File: config.mk
export PLATFORM = sky130hd
export DESIGN_NAME = rlbp_wb_ctrl
export DESIGN_NICKNAME = d
export VERILOG_FILES = /design/src/rtl/rlbp_wb_ctrl.sv
export SDC_FILE = /design/constraint.sdc
export NUM_CORES = 1
export LEC_CHECK = 0
export CORE_ASPECT_RATIO = 1.75
export CORE_MARGIN = 8
export CORE_UTILIZATION = 38
export CTS_CLUSTER_SIZE = 14
export DETAILED_ROUTE_END_ITERATION = 12
export GPL_TIMING_DRIVEN = 0
export PLACE_DENSITY = 0.86
export SLEW_MARGIN = 20
export SYNTH_ARGS = -nofsm -noshare
export SYNTH_HDL_FRONTEND = slang
export SYNTH_SLANG_ARGS = --single-unit
File: constraint.sdc
create_clock -name clk -period 3 [get_ports clk]
set_clock_uncertainty 0.2 [all_clocks]
set_input_delay 0.6 -clock clk [delete_from_list [all_inputs] [get_ports clk]]
set_output_delay 0.6 -clock clk [all_outputs]
set_load 0.1 [all_outputs]
File: src/rtl/rlbp_wb_ctrl.sv
// Wishbone classic slave controlling N_CH RLBP cores: per-channel control words, start/wait FSMs,
// sticky done/timeout status with W1C and a level interrupt. Optional per-channel timeout: RLBP_TIMEOUT_EN.
module rlbp_wb_ctrl #(
    parameter int N_CH   = 2,
    parameter int CTRL_W = 12,
    parameter int TO_W   = 16
) (
    input  logic                     clk,
    input  logic                     rst,
    input  logic                     wbs_cyc_i,
    input  logic                     wbs_stb_i,
    input  logic                     wbs_we_i,
    input  logic [3:0]               wbs_sel_i,
    input  logic [31:0]              wbs_adr_i,
    input  logic [31:0]              wbs_dat_i,
    output logic                     wbs_ack_o,
    output logic [31:0]              wbs_dat_o,
    output logic [N_CH*CTRL_W-1:0]   ch_ctrl,
    output logic [N_CH-1:0]          ch_start,
    input  logic [N_CH-1:0]          ch_done,
    output logic                     irq,
    output logic [2*N_CH-1:0]        dbg_state
);

    typedef enum logic [1:0] {
        ST_IDLE  = 2'd0,
        ST_START = 2'd1,
        ST_WAIT  = 2'd2
    } ch_state_e;

    localparam logic [7:0] OFF_STATUS  = 8'h20;
    localparam logic [7:0] OFF_IRQ_EN  = 8'h24;
    localparam logic [7:0] OFF_CMD     = 8'h28;
    localparam logic [7:0] OFF_TIMEOUT = 8'h2C;

    // Bus handshake: a transfer is accepted when cyc&stb hit the 0x3xxxxxxx window while ack is low;
    // ack and read data are registered and presented for exactly the following cycle.
    logic       sel_win;
    logic       accept;
    logic       wr_en;
    logic [7:0] offset;

    assign sel_win = (wbs_adr_i[31:28] == 4'h3);
    assign offset  = wbs_adr_i[7:0];
    assign accept  = wbs_cyc_i & wbs_stb_i & sel_win & ~wbs_ack_o;
    assign wr_en   = accept & wbs_we_i & wbs_sel_i[0];

    logic                ack_q, ack_d;
    logic [31:0]         dat_q, dat_d;
    logic                irq_q, irq_d;
    logic [CTRL_W-1:0]   ctrl_q [N_CH];
    logic [CTRL_W-1:0]   ctrl_d [N_CH];
    logic [2*N_CH-1:0]   irq_en_q, irq_en_d;
    logic [N_CH-1:0]     done_q, done_d;
    logic [N_CH-1:0]     to_q, to_d;
    logic [N_CH-1:0]     done_set, to_set;
    logic [N_CH-1:0]     busy;
    ch_state_e           state_q [N_CH];
    ch_state_e           state_d [N_CH];
    logic [TO_W-1:0]     timeout_rd;
    logic [31:0]         rd_data;

`ifdef RLBP_TIMEOUT_EN
    logic [TO_W-1:0]     timeout_q, timeout_d;
    logic [TO_W-1:0]     cnt_q [N_CH];
    logic [TO_W-1:0]     cnt_d [N_CH];
    assign timeout_rd = timeout_q;
`else
    assign timeout_rd = '0;
`endif

    for (genvar g = 0; g < N_CH; g++) begin : g_ch
        assign busy[g]                      = (state_q[g] != ST_IDLE);
        assign ch_start[g]                  = (state_q[g] == ST_START);
        assign ch_ctrl[g*CTRL_W +: CTRL_W]  = ctrl_q[g];
        assign dbg_state[2*g +: 2]          = state_q[g];
    end

    assign wbs_ack_o = ack_q;
    assign wbs_dat_o = dat_q;
    assign irq       = irq_q;

    // Channel FSMs; a CMD bit only launches an idle channel, ch_done only matters in WAIT.
    always_comb begin
        done_set = '0;
        to_set   = '0;
        for (int i = 0; i < N_CH; i++) begin
            state_d[i] = state_q[i];
`ifdef RLBP_TIMEOUT_EN
            cnt_d[i] = cnt_q[i];
`endif
            case (state_q[i])
                ST_IDLE: begin
                    if (wr_en && (offset == OFF_CMD) && wbs_dat_i[i]) state_d[i] = ST_START;
                end
                ST_START: begin
                    state_d[i] = ST_WAIT;
`ifdef RLBP_TIMEOUT_EN
                    cnt_d[i] = '0;
`endif
                end
                ST_WAIT: begin
                    if (ch_done[i]) begin
                        state_d[i]  = ST_IDLE;
                        done_set[i] = 1'b1;
                    end
`ifdef RLBP_TIMEOUT_EN
                    else if ((cnt_q[i] + TO_W'(1)) >= timeout_q) begin
                        state_d[i] = ST_IDLE;
                        to_set[i]  = 1'b1;
                    end else begin
                        cnt_d[i] = cnt_q[i] + TO_W'(1);
                    end
`endif
                end
                default: state_d[i] = ST_IDLE;
            endcase
        end
    end

    // Register writes; sticky bits are W1C with a same-cycle set taking priority.
    always_comb begin
        for (int i = 0; i < N_CH; i++) ctrl_d[i] = ctrl_q[i];
        irq_en_d = irq_en_q;
        done_d   = done_q;
        to_d     = to_q;
`ifdef RLBP_TIMEOUT_EN
        timeout_d = timeout_q;
`endif
        if (wr_en) begin
            for (int i = 0; i < N_CH; i++) begin
                if (offset == 8'(4*i)) ctrl_d[i] = wbs_dat_i[CTRL_W-1:0];
            end
            if (offset == OFF_IRQ_EN) irq_en_d = wbs_dat_i[2*N_CH-1:0];
            if (offset == OFF_STATUS) begin
                done_d = done_q & ~wbs_dat_i[8 +: N_CH];
                to_d   = to_q & ~wbs_dat_i[16 +: N_CH];
            end
`ifdef RLBP_TIMEOUT_EN
            if (offset == OFF_TIMEOUT) timeout_d = wbs_dat_i[TO_W-1:0];
`endif
        end
        done_d = done_d | done_set;
        to_d   = to_d | to_set;
    end

    always_comb begin
        rd_data = '0;
        for (int i = 0; i < N_CH; i++) begin
            if (offset == 8'(4*i)) rd_data[CTRL_W-1:0] = ctrl_q[i];
        end
        case (offset)
            OFF_STATUS: begin
                rd_data[N_CH-1:0]    = busy;
                rd_data[8 +: N_CH]   = done_q;
                rd_data[16 +: N_CH]  = to_q;
            end
            OFF_IRQ_EN:  rd_data[2*N_CH-1:0] = irq_en_q;
            OFF_TIMEOUT: rd_data[TO_W-1:0]   = timeout_rd;
            default: ;
        endcase
    end

    always_comb begin
        ack_d = accept;
        dat_d = (accept && !wbs_we_i) ? rd_data : '0;
        irq_d = |({to_q, done_q} & irq_en_q);
    end

    always_ff @(posedge clk) begin
        if (rst) begin
            ack_q    <= 1'b0;
            dat_q    <= '0;
            irq_q    <= 1'b0;
            irq_en_q <= '0;
            done_q   <= '0;
            to_q     <= '0;
            for (int i = 0; i < N_CH; i++) begin
                ctrl_q[i]  <= '0;
                state_q[i] <= ST_IDLE;
            end
`ifdef RLBP_TIMEOUT_EN
            timeout_q <= '1;
            for (int i = 0; i < N_CH; i++) cnt_q[i] <= '0;
`endif
        end else begin
            ack_q    <= ack_d;
            dat_q    <= dat_d;
            irq_q    <= irq_d;
            irq_en_q <= irq_en_d;
            done_q   <= done_d;
            to_q     <= to_d;
            for (int i = 0; i < N_CH; i++) begin
                ctrl_q[i]  <= ctrl_d[i];
                state_q[i] <= state_d[i];
            end
`ifdef RLBP_TIMEOUT_EN
            timeout_q <= timeout_d;
            for (int i = 0; i < N_CH; i++) cnt_q[i] <= cnt_d[i];
`endif
        end
    end

    logic unused_ok;
    assign unused_ok = ^{wbs_adr_i[27:8], wbs_sel_i[3:1], wbs_dat_i};

endmodule

==> impl_metrics.json, run 1 <==
{
  "status": "finished, final reports clean",
  "layout_min_cycle_time_ps": 2920,
  "clkLatencyLatePin_ps": 310,
  "fp.dieW_um": 76.0,
  "power_density_mw_per_mm2": 381,
  "via_per_inst": 5.19,
  "p_leak_nw": 1.24,
  "netlist_instances": 278,
  "design.core.area_mm2": 0.00613,
  "use_met3": 0.0423,
  "endpoint_kind": "primary output",
  "setup_violations": 0,
  "post_cts_buffers": 0,
  "dieArea_mm2": 0.00921,
  "final_area_mm2": 0.00343,
  "grt_use_total": 0.162,
  "syn-cell-area_mm2": 0.00240,
  "final_nets": 455,
  "cpMaxStageDelayCell": "clkdlybuf4s50_1",
  "gr-usage-met2": 0.311,
  "initial_utilization": 0.391,
  "root_buffer": "clkbuf_8",
  "io_buffers": 77,
  "synthFlopType": "dfxtp_1",
  "required_ps": 2200,
  "async_flop_share": 0,
  "top_usage_layer": "met2",
  "hp-class": "reg -> reg",
  "slew_viol_final": 0,
  "hold_buffers": 0,
  "drv_cap": 0,
  "grt_max_degree": 17,
  "firstDrtPassIters": 4,
  "grt_setup_unrepaired": "no",
  "vias": 2391,
  "grt_pass1_vias": 2528,
  "cts.path.max_buffers": 2,
  "cts_tree": "built",
  "relSlewSlack": 0.327,
  "drc_errors": 0,
  "die_h_um": 121,
  "reg2reg_from": "wbs_ack_o",
  "cp.arrival_ps": 2120,
  "cp_max_fo": 5,
  "dpl_cell_area_mm2": 0.00333,
  "cts-resized-gates": 0,
  "path_class": "reg -> out",
  "reg2reg_slack_ps": 740,
  "min_from": "to_q[0]",
  "synth.avg_cell_area_um2": 8.62,
  "whs_ps": 274,
  "max_freq_mhz": 342,
  "synth_cell_types": 39,
  "drive_gt1_frac": 0.110,
  "synth_warnings": 0,
  "crit_chain": "nor2b_1, buf_4, clkdlybuf4s50_1",
  "ir_drop_mv": 0.268,
  "fp-row-count": 38,
  "cts_made_buffers": 5,
  "ios": 139,
  "synth-seq-cells": 52,
  "synth_edf_count": 0,
  "r2r_end": "ctrl_q[0][21]",
  "antenna_cells": 0,
  "grt_pass1_wl_um": 12300,
  "cts_sinks": 52,
  "gp_congestion": 0.919,
  "rr_worst_depth": 6,
  "antenna_found_initial": 0,
  "grt_util_met1": 0.151,
  "drt-wirelength-per-cell_um": 17.1,
  "drt-initial-drc-count": 136,
  "ant_nets": 0,
  "finalCritPeriodShare": 0.974,
  "min_to": "to_q[0]",
  "hold_depth": 2,
  "crit_path_start_kind": "flip-flop",
  "ys_seq_area_frac": 0.434,
  "hold_violations": 0,
  "syn_to_final_growth_pct": 42.9,
  "crit_path_max_incr_delay_ps": 1120,
  "finalWirelength_um": 7890,
  "cts.clk_slew.worst_paths_ps": 90,
  "worst_pin_slew_ps": 1010,
  "dp_hpwl_um": 6150,
  "overflow": 0,
  "htreeDepth": 2
}
==> registers in the layout, summed over array words and instances, names as in the netlist <==
signal     cells
to_q           2
wbs_ack_o      1
state_q        4
irq_en_q       4
wbs_dat_o     14
irq            1
done_q         2
ctrl_q        24
==> stage by stage <==
stage               setup TNS, ps  cells   util  power, W  setup WS [ps]
finish                          0    461  0.559   0.00130           77.9
global route                    0    461  0.559   0.00135           13.3
CTS                             0    460  0.557   0.00131           36.1
detailed placement          -2310    452  0.543  0.000918           -283
global placement            -1790    452  0.543  0.000917           -207
floorplan                       0    295      -  0.000856            405
==> cells in the mapped netlist, types with 3 or more instances <==
master    count  area share
nand3_1      17       0.035
nor2b_1       4       0.010
nand2b_1     17       0.044
a22oi_1       8       0.025
nand4b_1      9       0.033
o21ai_0      17       0.035
buf_2         7       0.015
buf_4        21       0.066
nor2_1       21       0.033
mux2i_1       5       0.021
nor3_1        4      0.0084
and3_1        7       0.018
dfxtp_1      52        0.43
a21oi_1      25       0.052
and2_1        3      0.0078
nand4_1       5       0.013
o21ai_1      10       0.021
clkbuf_1     10       0.016
nand2_1      10       0.016
==> critical path, delay by kind of cell (launching register included) <==
kind / cells / cell delay (ps)
flip-flops: 1 / 390
AND/OR/NAND/NOR: 1 / 180
buffers and inverters: 2 / 1240
==> logic make-up (layout without fill, tap and decap cells) <==
logic type,Yosys count,in the layout,synth area share
compound gates,67,67,0.157
buf+inv,40,126,0.102
flops,52,52,0.434
mux,5,5,0.0209
other cells,1,18,0.00156
simple gates,113,113,0.284
==> layout make-up <==
class	instances	area, um2
inverter	1	3.75
buffer	39	241
fill	559	2710
timing repair buffer	78	778
tap	80	100
sequential	52	1040
multi-input combinational	203	1170
clock inverter	2	13.8
clock buffer	6	72.6
==> routing by layer <==
metal | vias up | part of all wire
li1 | 1148 | -
met1 | 1121 | 0.36
met2 | 107 | 0.54
met3 | 15 | 0.073
met4 | 0 | 0.027
met5 | - | 0
==> how the worst max path moves through the flow <==
stage	from	depth (start not counted)	endpoint	slack, ps
after floorplan	wbs_ack_o	6	ctrl_q[0][14]	400
after global placement	wbs_adr_i[1]	7	ctrl_q[0][4]	-210
after detailed placement	wbs_adr_i[1]	7	ctrl_q[0][11]	-280
after CTS	wbs_adr_i[1]	7	ctrl_q[0][11]	40
after global routing	state_q[0][0]	3	ch_start[0]	10
final	state_q[0][0]	3	ch_start[0]	80
==> placed cells by master, fill, tap and decap left out, drive strengths merged, types with 5 or more instances in the layout <==
cell           count
nand2             10
clkdlybuf4s50     77
nand4b             9
conb              18
nand3             17
and3               7
mux2i              5
dfxtp             52
nor2              21
nand4              5
a22oi              8
o21ai             28
a21oi             25
clkbuf            16
buf               30
nand2b            17
==> where the power goes <==
part	switching (W)	internal (W)	leakage, nW	total, W
Combinational	0.000148	0.0000668	0.776	0.000215
Sequential	0.0000000506	0.000690	0.419	0.000690
Clock	0.000233	0.000167	0.0456	0.000400
Total	0.000382	0.000923	1.24	0.00130
(Power assumes the default switching activity.)
==> run 2, diff against run 1 <==
CORE_MARGIN = 2   (was 8)
RECOVER_POWER = 100   (was unset)
==> run 2 against run 1 <==
Highest routed layer unchanged. Non-clock buffer count is 1 lower. Setup slack better by 10 ps. Wire length is 9.3% lower. Cell area is 0.62% higher. Clock power is 26% higher. Sequential share of layout area is 0.19 points lower. Critical endpoint is now ctrl_q[0][11]. Sequential power hardly changed. Count of clock-buffer cells in the layout stayed put.
==> impl_metrics.json, run 2 (synthesized netlist as in run 1, its figures left out) <==
{
  "power_density_mw_per_mm2": 408,
  "multiInputGateArea_mm2": 0.00117,
  "drt-wirelength-per-cell_um": 15.5,
  "syn_to_final_growth_pct": 43.8,
  "cts_sinks": 52,
  "cp_max_fo": 10,
  "hold_violations": 0,
  "clkLatencyLatePin_ps": 310,
  "path_class": "in -> reg",
  "status": "finished, final reports clean",
  "dieArea_mm2": 0.00698,
  "grt_pass1_vias": 2381,
  "grt_max_degree": 17,
  "endpoint_kind": "flip-flop",
  "drt-initial-drc-count": 102,
  "fp.dieW_um": 64.0,
  "r2r_end": "ctrl_q[0][17]",
  "largest_reg_flops": 24,
  "overflow": 0,
  "p_leak_nw": 1.40,
  "setup.worst_path.start": "wbs_adr_i[1]",
  "firstDrtPassIters": 5,
  "final-seq-area_mm2": 0.00104,
  "cts.path.max_buffers": 2,
  "antenna_cells": 0,
  "slew_viol_final": 0,
  "ir_drop_mv": 0.254,
  "rr_worst_depth": 6,
  "setup_ws_ps": 87.9,
  "fillers": 559,
  "finalSetupTns_ps": 0,
  "endpoint": "ctrl_q[0][11]",
  "post_cts_buffers": 0,
  "final_common_cell": "dfxtp_1",
  "io_buffers": 77,
  "root_buffer": "clkbuf_8",
  "reg2reg_from": "wbs_ack_o",
  "final_cell_mix": "dfxtp_1 (52), dlygate4sd3_1 (45), clkdlybuf4s50_1 (32)",
  "dp_worst_setup_slack_ps": -219,
  "drc_errors": 0,
  "setup_violations": 0,
  "required_ps": 2980,
  "cts-resized-gates": 0,
  "crit_path_start_kind": "primary input",
  "dp_cells": 452,
  "fin_cells": 460,
  "finalCritPeriodShare": 0.971,
  "finalWirelength_um": 7150,
  "reg2reg_slack_ps": 580,
  "ant_nets": 0,
  "grt_use_total": 0.204,
  "grt_setup_unrepaired": "no",
  "vias": 2412,
  "cts_tree": "built",
  "hp-class": "reg -> reg",
  "hold_depth": 2,
  "relSlewSlack": 0.337,
  "antenna_found_initial": 0,
  "dp_hpwl_um": 5500,
  "design.core.area_mm2": 0.00613,
  "worst_pin_slew_ps": 991,
  "via_per_inst": 5.24,
  "final_nets": 454,
  "grt_pass1_wl_um": 11200,
  "layout_min_cycle_time_ps": 2910,
  "top_register": "ctrl_q",
  "drive_gt1_frac": 0.103,
  "gp_congestion": 0.946,
  "cp.arrival_ps": 2890,
  "max_freq_mhz": 343,
  "initial_utilization": 0.391,
  "drv_cap": 0,
  "utilization": 0.562,
  "fp-row-count": 38,
  "cts.clk_slew.worst_paths_ps": 90,
  "cts_made_buffers": 5,
  "htreeDepth": 2,
  "ios": 139,
  "die_h_um": 109
}
[run 2: worst min path at each step]
stage / from / end / slack [ps]
floorplan: to_q[1] / to_q[1] / 240
global placement: to_q[0] / to_q[0] / 250
detailed placement: to_q[1] / to_q[1] / 260
CTS: to_q[1] / to_q[1] / 280
global route: to_q[0] / to_q[0] / 310
finish: to_q[1] / to_q[1] / 280
[run 2: area by class of cell]
type                    instances  share of cell area
multi-input cells             203               0.340
well taps                      80              0.0290
inverters                       1             0.00109
repair buffers                 77               0.224
clock inverters                 2              0.0113
flip-flops and latches         52               0.302
plain buffers                  39              0.0693
clock buffers                   6              0.0240
[run 2: metal layers]
metal / vias to the layer above / wire length [um] / track usage
li1: 1150 / - / -
met1: 1107 / 2600 / 0.220
met2: 127 / 3750 / 0.370
met3: 28 / 469 / 0.0258
met4: 0 / 324 / 0.132
met5: - / 0 / 0
[run 2: metrics by stage]
step,power (W),hold slack (ps),area [um2]
after floorplan,0.000856,235,2460
after global placement,0.000916,247,3330
after detailed placement,0.000917,264,3330
after CTS,0.00141,280,3450
after global routing,0.00145,315,3450
final,0.00141,276,3450
[run 2: critical path, stage by stage]
cell             delay, ps
clkdlybuf4s50_1        430
or3_1                  360
buf_2                  170
nor4b_4                580
and2_0                 210
clkbuf_1               350
o21ai_0                170
[run 2: where the power goes]
group | leakage [nW] | internal [W] | switching [W]
Clock | 0.0614 | 0.000273 | 0.000232
Sequential | 0.419 | 0.000690 | 0.0000000386
Combinational | 0.919 | 0.0000659 | 0.000147
Total | 1.40 | 0.00103 | 0.000379
[run 2: repair_timing]
item                                   CTS  global route
endpoints found under the hold margin    0             0
setup endpoints to repair                0             7
hold buffers                             0             0
==> run 3, diff against run 2 <==
RECOVER_POWER = 50   (was 100)
==> run 3 against run 2 <==
Non-clock buffer count unchanged. Final cell count unchanged. Highest routed layer unchanged. Critical endpoint is now ch_start[1]. Combinational power about the same. Sequential cell count unchanged. Die area unchanged.
==> impl_metrics.json, run 3 (synthesized netlist as in run 1, its figures left out) <==
{
  "design.core.area_mm2": 0.00613,
  "cp_max_fo": 5,
  "setup_violations": 0,
  "cpMaxStageDelayCell": "clkdlybuf4s50_1",
  "initial_utilization": 0.391,
  "ir_drop_mv": 0.255,
  "dp_worst_setup_slack_ps": -219,
  "grt_pass1_vias": 2381,
  "finalWirelength_um": 7130,
  "final_cell_mix": "dfxtp_1 (52), clkdlybuf4s50_1 (50), dlygate4sd3_1 (27)",
  "dp_hpwl_um": 5500,
  "fp-row-count": 38,
  "ios": 139,
  "finalCritPeriodShare": 0.972,
  "die_h_um": 109,
  "dp_cells": 452,
  "grt_max_degree": 17,
  "final_common_cell": "dfxtp_1",
  "hold_buffers": 0,
  "overflow": 0,
  "cts.clk_slew.worst_paths_ps": 90,
  "largest_reg_flops": 24,
  "layout_min_cycle_time_ps": 2910,
  "post_cts_buffers": 0,
  "slew_viol_final": 0,
  "worst_pin_slew_ps": 991,
  "final_nets": 454,
  "hp-class": "reg -> reg",
  "clkLatencyLatePin_ps": 310,
  "via_per_inst": 5.25,
  "cts_made_buffers": 5,
  "path_class": "reg -> out",
  "antenna_cells": 0,
  "status": "finished, final reports clean",
  "dpl_cell_area_mm2": 0.00333,
  "syn_to_final_growth_pct": 43.8,
  "io_buffers": 77,
  "drt-wirelength-per-cell_um": 15.5,
  "required_ps": 2200,
  "top_register": "ctrl_q",
  "dieArea_mm2": 0.00698,
  "ant_nets": 0,
  "cts_sinks": 52,
  "hold_violations": 0,
  "setup_ws_ps": 85.4,
  "vias": 2413,
  "crit_family": "buffers and inverters",
  "htreeDepth": 2,
  "grt_setup_unrepaired": "no",
  "crit_chain": "nor2b_1, buf_4, clkdlybuf4s50_1",
  "timing.critical_path.buf_inv": 2,
  "fin_cells": 460,
  "fp.dieW_um": 64.0,
  "crit_path_start_kind": "flip-flop",
  "drv_cap": 0,
  "drc_errors": 0,
  "grt_use_total": 0.204,
  "crit_path_max_incr_delay_ps": 1110,
  "final_area_mm2": 0.00345,
  "cp.arrival_ps": 2110,
  "cts_tree": "built",
  "drt-initial-drc-count": 104,
  "power_density_mw_per_mm2": 408,
  "firstDrtPassIters": 4,
  "drive_gt1_frac": 0.103,
  "endpoint_kind": "primary output",
  "grt_pass1_wl_um": 11200,
  "relSlewSlack": 0.337,
  "root_buffer": "clkbuf_8",
  "cts-resized-gates": 0,
  "max_freq_mhz": 343,
  "gp_congestion": 0.946,
  "p_leak_nw": 1.34,
  "cts.path.max_buffers": 2,
  "antenna_found_initial": 0
}
run 3: worst paths after layout:
check	start	endpoint	slack [ps]	depth (start not counted)
max	state_q[0][2]	ch_start[1]	90	3
min	to_q[1]	to_q[1]	280	2
max reg2reg	wbs_ack_o	ctrl_q[0][17]	580	6
min reg2reg	to_q[1]	to_q[1]	280	2
run 3: cell type report:
class / instances / area [um2]
fill: 559 / 2690
multi-input combinational: 203 / 1170
sequential: 52 / 1040
timing repair buffer: 77 / 771
buffer: 39 / 239
tap: 80 / 100
clock buffer: 6 / 82.6
clock inverter: 2 / 38.8
inverter: 1 / 3.75
run 3: power by group:
group	internal [W]	leakage (nW)	switching (W)
logic	0.0000659	0.856	0.000146
registers	0.000690	0.419	0.0000000388
clock network	0.000273	0.0614	0.000232
run 3: routing by layer:
layer | up-vias | GRT usage | routed length (um)
met3 | 24 | 0.0258 | 457
met1 | 1125 | 0.220 | 2600
met2 | 115 | 0.370 | 3790
met4 | 0 | 0.132 | 289
met5 | - | 0 | 0
li1 | 1149 | - | -
run 3: tightest hold or removal path, delay by kind of cell, from the launching register on:
kind	cells	cell delay [ps]
and+or+nand+nor	1	70
AOI/OAI and AO/OA	1	40
DFF	1	330
run 3: stage by stage:
stage | hold WS [ps] | utilization | setup TNS, ps | power [W]
final | 276 | 0.562 | 0 | 0.00141
after global routing | 315 | 0.562 | 0 | 0.00145
after CTS | 280 | 0.563 | 0 | 0.00141
after detailed placement | 264 | 0.543 | -1890 | 0.000917
after global placement | 247 | 0.543 | -1610 | 0.000916
after floorplan | 235 | - | 0 | 0.000856
